## src/rtl/armleocpu_regfile_reader_pkg.sv

```systemverilog
// Shared state encodings for the register-file read sequencer.
package armleocpu_regfile_reader_pkg;

  typedef enum logic [2:0] {
    StClear,
    StIdle,
    StRd2,
    StCap,
    StResp
  } rdr_state_e;

endpackage

```

## src/rtl/armleocpu_regfile_reader.sv

```systemverilog
// Register-file read sequencer: clears the storage lane after reset, then serves two-operand
// reads over a single read port while letting writebacks through to the write port.
module armleocpu_regfile_reader
  import armleocpu_regfile_reader_pkg::*;
#(
  parameter int unsigned ELEMENTS_W = 5,
  parameter int unsigned WIDTH      = 32
) (
  input  logic                  clk,
  input  logic                  rst_n,

  input  logic                  req_valid,
  output logic                  req_ready,
  input  logic [ELEMENTS_W-1:0] req_rs1,
  input  logic [ELEMENTS_W-1:0] req_rs2,

  output logic                  rsp_valid,
  input  logic                  rsp_ready,
  output logic [WIDTH-1:0]      rsp_rs1_data,
  output logic [WIDTH-1:0]      rsp_rs2_data,

  input  logic                  wb_valid,
  output logic                  wb_ready,
  input  logic [ELEMENTS_W-1:0] wb_rd,
  input  logic [WIDTH-1:0]      wb_data,

  output logic [ELEMENTS_W-1:0] rf_readaddress,
  output logic                  rf_read,
  input  logic [WIDTH-1:0]      rf_readdata,
  output logic [ELEMENTS_W-1:0] rf_writeaddress,
  output logic                  rf_write,
  output logic [WIDTH-1:0]      rf_writedata,

  output logic                  init_done
);

  localparam logic [ELEMENTS_W-1:0] LastAddr = '1;

  rdr_state_e            state_q, state_d;
  logic [ELEMENTS_W-1:0] cnt_q, cnt_d;
  logic [ELEMENTS_W-1:0] rs1_q, rs1_d, rs2_q, rs2_d;
  logic [WIDTH-1:0]      rs1_data_q, rs1_data_d, rs2_data_q, rs2_data_d;
  logic [WIDTH-1:0]      byp_data_q, byp_data_d;
  logic                  byp_valid_q, byp_valid_d;
  logic                  rsp_valid_q, rsp_valid_d;
  logic                  wb_fire;

  assign req_ready    = (state_q == StIdle);
  assign wb_ready     = (state_q != StClear);
  assign init_done    = (state_q != StClear);
  assign wb_fire      = wb_valid & wb_ready;
  assign rsp_valid    = rsp_valid_q;
  assign rsp_rs1_data = rs1_data_q;
  assign rsp_rs2_data = rs2_data_q;

  always_ff @(posedge clk or negedge rst_n) begin
    if (!rst_n) begin
      state_q     <= StClear;
      cnt_q       <= '0;
      rs1_q       <= '0;
      rs2_q       <= '0;
      rs1_data_q  <= '0;
      rs2_data_q  <= '0;
      byp_data_q  <= '0;
      byp_valid_q <= 1'b0;
      rsp_valid_q <= 1'b0;
    end else begin
      state_q     <= state_d;
      cnt_q       <= cnt_d;
      rs1_q       <= rs1_d;
      rs2_q       <= rs2_d;
      rs1_data_q  <= rs1_data_d;
      rs2_data_q  <= rs2_data_d;
      byp_data_q  <= byp_data_d;
      byp_valid_q <= byp_valid_d;
      rsp_valid_q <= rsp_valid_d;
    end
  end

  always_comb begin
    state_d     = state_q;
    cnt_d       = cnt_q;
    rs1_d       = rs1_q;
    rs2_d       = rs2_q;
    rs1_data_d  = rs1_data_q;
    rs2_data_d  = rs2_data_q;
    byp_data_d  = byp_data_q;
    byp_valid_d = byp_valid_q;
    rsp_valid_d = rsp_valid_q;
    unique case (state_q)
      StClear: begin
        cnt_d = cnt_q + 1'b1;
        if (cnt_q == LastAddr) state_d = StIdle;
      end
      StIdle: begin
        if (req_valid) begin
          rs1_d       = req_rs1;
          rs2_d       = req_rs2;
          // The rs1 read this cycle sees pre-write data, so remember a same-cycle writeback.
          byp_valid_d = wb_fire && (wb_rd == req_rs1);
          byp_data_d  = wb_data;
          state_d     = StRd2;
        end
      end
      StRd2: begin
        if (rs1_q == '0)     rs1_data_d = '0;
        else if (byp_valid_q) rs1_data_d = byp_data_q;
        else                  rs1_data_d = rf_readdata;
        state_d = StCap;
      end
      StCap: begin
        rs2_data_d  = (rs2_q == '0) ? '0 : rf_readdata;
        rsp_valid_d = 1'b1;
        state_d     = StResp;
      end
      StResp: begin
        if (rsp_ready) begin
          rsp_valid_d = 1'b0;
          state_d     = StIdle;
        end
      end
      default: state_d = StClear;
    endcase
  end

  always_comb begin
    rf_read        = 1'b0;
    rf_readaddress = req_rs1;
    if ((state_q == StIdle) && req_valid) rf_read = 1'b1;
    if (state_q == StRd2) begin
      rf_read        = 1'b1;
      rf_readaddress = rs2_q;
    end
    if (state_q == StClear) begin
      rf_write        = 1'b1;
      rf_writeaddress = cnt_q;
      rf_writedata    = '0;
    end else begin
      rf_write        = wb_fire && (wb_rd != '0);
      rf_writeaddress = wb_rd;
      rf_writedata    = wb_data;
    end
  end

endmodule

```

## config.mk

```make
export PLATFORM = sky130hd
export DESIGN_NAME = armleocpu_regfile_reader
export DESIGN_NICKNAME = d
export VERILOG_FILES = /design/src/rtl/armleocpu_regfile_reader_pkg.sv /design/src/rtl/armleocpu_regfile_reader.sv
export SDC_FILE = /design/constraint.sdc
export NUM_CORES = 1
export LEC_CHECK = 0
export BUFFER_PORTS_ARGS = -buffer_cell sky130_fd_sc_hd__buf_2
export CAP_MARGIN = 20
export CORE_MARGIN = 1.5
export CORE_UTILIZATION = 50
export DETAILED_ROUTE_END_ITERATION = 16
export PLACE_DENSITY = 0.8
export SLEW_MARGIN = 20
export SYNTH_ARGS = -nofsm -noshare
export SYNTH_HDL_FRONTEND = slang
export SYNTH_SLANG_ARGS = --single-unit
```

## constraint.sdc

```tcl
create_clock -name clk -period 2.1 [get_ports clk]
set_input_delay 0.42 -clock clk [delete_from_list [all_inputs] [get_ports clk]]
set_output_delay 0.42 -clock clk [all_outputs]
set_load 0.05 [all_outputs]
```

---- Yosys cells after proc, flatten, opt, wreduce, memory -nomap -nowiden ----
Index checks and enable logic that the tools add are counted.
word-level totals
  word-level logic and storage cells ...... 47
  bits in registers ....................... 116
  output and inout port bits .............. 112
operators by class
  muxes and demuxes ....................... 15
  equality and inequality tests ........... 9
  bitwise operators ....................... 1
  add/subtract/negate cells ............... 1
  reduce and logical (&&, ||, !) cells .... 12
operator list
  cell                                                 number
  2-to-1 mux 32 bit                                    4
  case mux 3 bit (5 select lines)                      1
  logical NOT 5 bit                                    2
  2-to-1 mux 5 bit                                     2
  2-to-1 mux 3 bit                                     3
  equality test 3 x 2 -> 1 bit, second input constant  2
  != test 2 bit, second input constant                 3
  adder 5 x 1 -> 5 bit, second input constant          1
  equality test 5 bit                                  1
  equality test 5 bit, second input constant           1
  nonzero test 5 bit                                   1
  2-to-1 mux 1 bit                                     4
  AND reduction 2 bit                                  2
  equality test 3 x 1 -> 1 bit, second input constant  1
  equality test 3 bit, second input constant           1
  logical AND 1 bit                                    3
  logical NOT 3 bit                                    1
  AND reduction 3 bit                                  1
  nonzero test 3 bit                                   1
  case mux 1 bit (2 select lines)                      1
  nonzero test 2 bit                                   1
  bitwise AND 1 bit                                    1

---- Logic depth before layout (Yosys ltp) ----
  depth after elaboration ................. 4
  depth in mapped cells ................... 6

---- Worst setup path before layout ----
Ideal clock, no wire load.
  path type ............................... register -> output
  from .................................... register state_q[0]
  to ...................................... output port rf_read
  required time ........................... 1.680 ns
  cell stages (with the launch flop) ...... 5
  arrival ................................. 2.375 ns
  setup slack ............................. -0.695 ns
  cells stage by stage .................... dfrtp_1 -> buf_2 -> nor3b_1 -> nand2_1 -> nand2_1
between the ends
  cells in the longest elaborated chain, start to end .. 4
  elaborated cells between the ends (all ways) .. 5
ends and longest elaborated chain
  what                          RTL line                         source
  start: declaration            armleocpu_regfile_reader.sv:39   rdr_state_e state_q, state_d;
  start signal: assignment      armleocpu_regfile_reader.sv:58   state_q <= StClear;
  start signal: assignment      armleocpu_regfile_reader.sv:68   state_q <= state_d;
  equality test 3 x 1 -> 1 bit  n/a
  net req_ready                 armleocpu_regfile_reader.sv:13   output logic req_ready,
  logical AND 1 bit             armleocpu_regfile_reader.sv:129  if ((state_q == StIdle) && req_valid) rf_read = 1'b1;
  2-to-1 mux 1 bit              armleocpu_regfile_reader.sv:129
  2-to-1 mux 1 bit              armleocpu_regfile_reader.sv:130  if (state_q == StRd2) begin
  end: declaration              armleocpu_regfile_reader.sv:28   output logic rf_read,
The timed path passes the listed nets, and every way through them passes these cells.

---- Final worst setup path ----
  from .................................... register state_q[1]
  to ...................................... output port rf_writedata[10]
between the ends
  cells in the longest elaborated chain, start to end .. 2
ends and longest elaborated chain
  what               RTL line                         source
  logical NOT 3 bit  armleocpu_regfile_reader.sv:134  if (state_q == StClear) begin
  2-to-1 mux 32 bit  armleocpu_regfile_reader.sv:134
  end: declaration   armleocpu_regfile_reader.sv:32   output logic [WIDTH-1:0] rf_writedata,
No other way between the ends.

==> results_dict.tcl <==
set metrics [dict create \
    holdCritStartpoint "req_rs2[0]" \
    drt_first_pass_iters 4 \
    yosysUniqueCellTypes 35 \
    rr_startpoint "state_q[1]" \
    critPathLaunchType "register" \
    p_leak_nw 3.826 \
    nFillCells 741 \
    post-route-period-util_pct 110.7 \
    postRouteAntennaNets 0 \
    avgViaCountPerCell 5.471 \
    worst_slew_pin_slew_ps 508.1 \
    clk_path_buf_depth 2 \
    rsz0062_at_grt "yes" \
    grt-ovfl-total 0 \
    crit_path_max_incr_delay_ps 400 \
    antenna_found_initial 1 \
    hpwl_mm 10.15 \
    nNetsFinal 786 \
    ff2ff_setup_slack_ps 110 \
    multiInputGateArea_mm2 0.002525 \
    final_cells 852 \
    cp-end-kind "output pin" \
    io_buffers 195 \
    n_antenna_cell 0 \
    final_cell_mix "buf_2 (147), dfrtp_1 (115), nand2_1 (114)" \
    final_common_cell "buf_2" \
    maxCapViolations 0 \
    ys_warn_count 0 \
    htreeDepth 4 \
    cts_buffers 17 \
    grt_use_total_pct 27.44 \
    grt_pass1_vias 4779 \
    hold_class "in -> reg" \
    die-area_mm2 0.01191 \
    pre_cts_ws_ps 128.4 \
    cts.root.buffer_cell "clkbuf_8" \
    syn_avg_cell_area_um2 11.47 \
    start_util_pct 51.71 \
    whs_ps 136.3 \
    path_class "reg -> out" \
    core_area_mm2 0.01089 \
    fin_crit_ps 2325 \
    grt_pass1_wl_mm 24.22 \
    hold_viol_final 0 \
    setup_viol 46 \
    clk_pin_slew_ps 60 \
    drv_slew 0 \
    required_ps 1680 \
    skew_ps 9.364 \
    dpl.cell_count 806 \
    critPathTopFamily "buffers and inverters" \
    fin_ws_ps -224.8 \
    max_slew_margin_pct 66.13 \
    gp_congestion 0.8087 \
    critPathSlowestCell "dfrtp_1" \
    die_h_um 109.1 \
    crit_path_start "state_q[1]" \
    worstPathCellList "buf_6, nor3_4, bufinv_16, and2_1, buf_6" \
    via_count 4661 \
    netlist_area_mm2 0.005630 \
    drive_above_1_share_pct 49.58 \
    synth_cells 491 \
    io-pin-count 196 \
    wl_per_cell_um 18.66 \
    cpMostUsedCell "buf_6" \
    clock_sinks 116 \
    path_max_fanout 22 \
    drtIter0Drc 283 \
    ir_worst_vdd_uv 1486 \
    grt_max_degree 47 \
    status "finished, violations left" \
    crit_arrival_ps 1900 \
    area_growth_pct 39.58 \
    ys_ff_latch 116 \
    powerDensity_mw_per_mm2 2037 \
    die_x_um 109.1 \
    max_freq_mhz 430.1 \
    finalWirelength_mm 15.90 \
    route.detailed.drc 0 \
    yosysSeqAreaShare_pct 51.56 \
    core.rowCount 38 \
    cts_tree "done" \
    violations "negative setup slack" \
    syn_nets 577 \
    insertion_delay_ps 510 \
    regArea_mm2 0.002904 \
    cp_num_buf_inv 3 \
]
worst reg2reg max path, cell delays in order (launching register included):
cell and delay [ps]:
dfrtp_1 400, buf_6 130, buf_4 140, buf_4 160, nor4bb_4 330, buf_4 360, mux2_4 350
path summary, 6_finish.rpt:
check / to / cells past startpoint
min in group asynchronous: byp_data_q[6] / 2
max: rf_writedata[10] / 5
min: rs2_q[0] / 2
max reg2reg: byp_data_q[18] / 6
max in group asynchronous: byp_data_q[17] / 3
min reg2reg: rsp_rs1_data[27] / 2
kinds of logic (layout without fill, tap and decap cells):
logic type / count (synthesis) / in the layout / synth area share, %
AOI/OAI and AO/OA: 70 / 70 / 7.956
xor gates and xnor gates: 8 / 8 / 1.244
adders and majority gates: 2 / 2 / 0.4444
buffers and inverters: 40 / 261 / 5.711
DFF: 116 / 116 / 51.56
muxes: 79 / 79 / 17.96
and+or+nand+nor: 176 / 176 / 15.13
per-stage QoR:
step	cell area [um2]	power, W	util, %	TNS (ps)
detailed placement	6680	0.01189	61.35	0
floorplan	5642	0.01016	-	0
global route	7859	0.01672	72.18	-11180
finish	7859	0.01601	72.18	-8163
global placement	6680	0.01165	61.35	0
CTS	7742	0.01571	71.11	-7627
registers in the layout, indices dropped and copies added, names as in the netlist:
signal        cells
state_q           3
rsp_rs2_data     32
byp_data_q       32
byp_valid_q       1
rsp_rs1_data     32
rs1_q             5
rsp_valid         1
rs2_q             5
cnt_q             5
synthesized netlist by cell type:
library cell	n	area share (%)
o21ai_1	21	1.9
and3b_1	2	0.31
ha_1	2	0.44
xnor2_1	8	1.2
buf_12	4	1.4
nor2_1	3	0.20
mux2_2	4	0.80
nor4bb_4	1	0.44
nor3b_1	1	0.13
o21ai_0	12	1.1
mux2_4	43	11
buf_2	10	0.89
buf_4	5	0.67
or3b_1	1	0.16
nand3b_1	2	0.27
o31ai_1	30	4.0
or4_1	2	0.27
a21oi_1	3	0.27
o32ai_1	1	0.16
clkbuf_1	9	0.60
nor2_4	2	0.40
nor3_4	1	0.29
buf_6	10	2.0
dfrtp_1	116	52
nand2_1	123	8.2
and2_1	32	3.6
or4_4	2	0.40
nand4_1	2	0.22
and3_1	1	0.11
o2bb2ai_1	1	0.16
mux2i_1	32	5.7
o31ai_2	2	0.44
nand3_2	1	0.18
inv_1	1	0.067
inv_2	1	0.067
report_power, final:
group	leakage, nW	internal, W	switching [W]
Sequential	1.41	0.00336	0.000697
Combinational	2.15	0.00330	0.00598
Clock	0.267	0.00170	0.000973
Total	3.83	0.00835	0.00765
metal layers:
metal	global-route usage, %	wire (um)	vias to the layer above
li1	-	-	2091
met1	31.81	6105	2307
met2	46.83	8246	211
met3	7.830	1010	50
met4	12.69	522	2
met5	0	12	-
what timing repair did:
item | in CTS | in global routing
gates resized for setup | 126 | 36
hold buffers | 1 | 0
endpoints found under the hold margin | 36 | 0
gates cloned | 2 | 1
buffers inserted | 10 | 1
setup endpoints to repair | 46 | 47
pin swaps | 6 | 9
final cells by class:
class                      count  area share [%]
sequential                   116           36.95
multi-input combinational    335           32.13
timing repair buffer         225           20.79
clock buffer                  21           5.588
tap                          140           2.229
clock inverter                10           1.385
timing repair inverter         3          0.4936
inverter                       2          0.4299
Note: power is estimated with default switching activity, not from simulation.
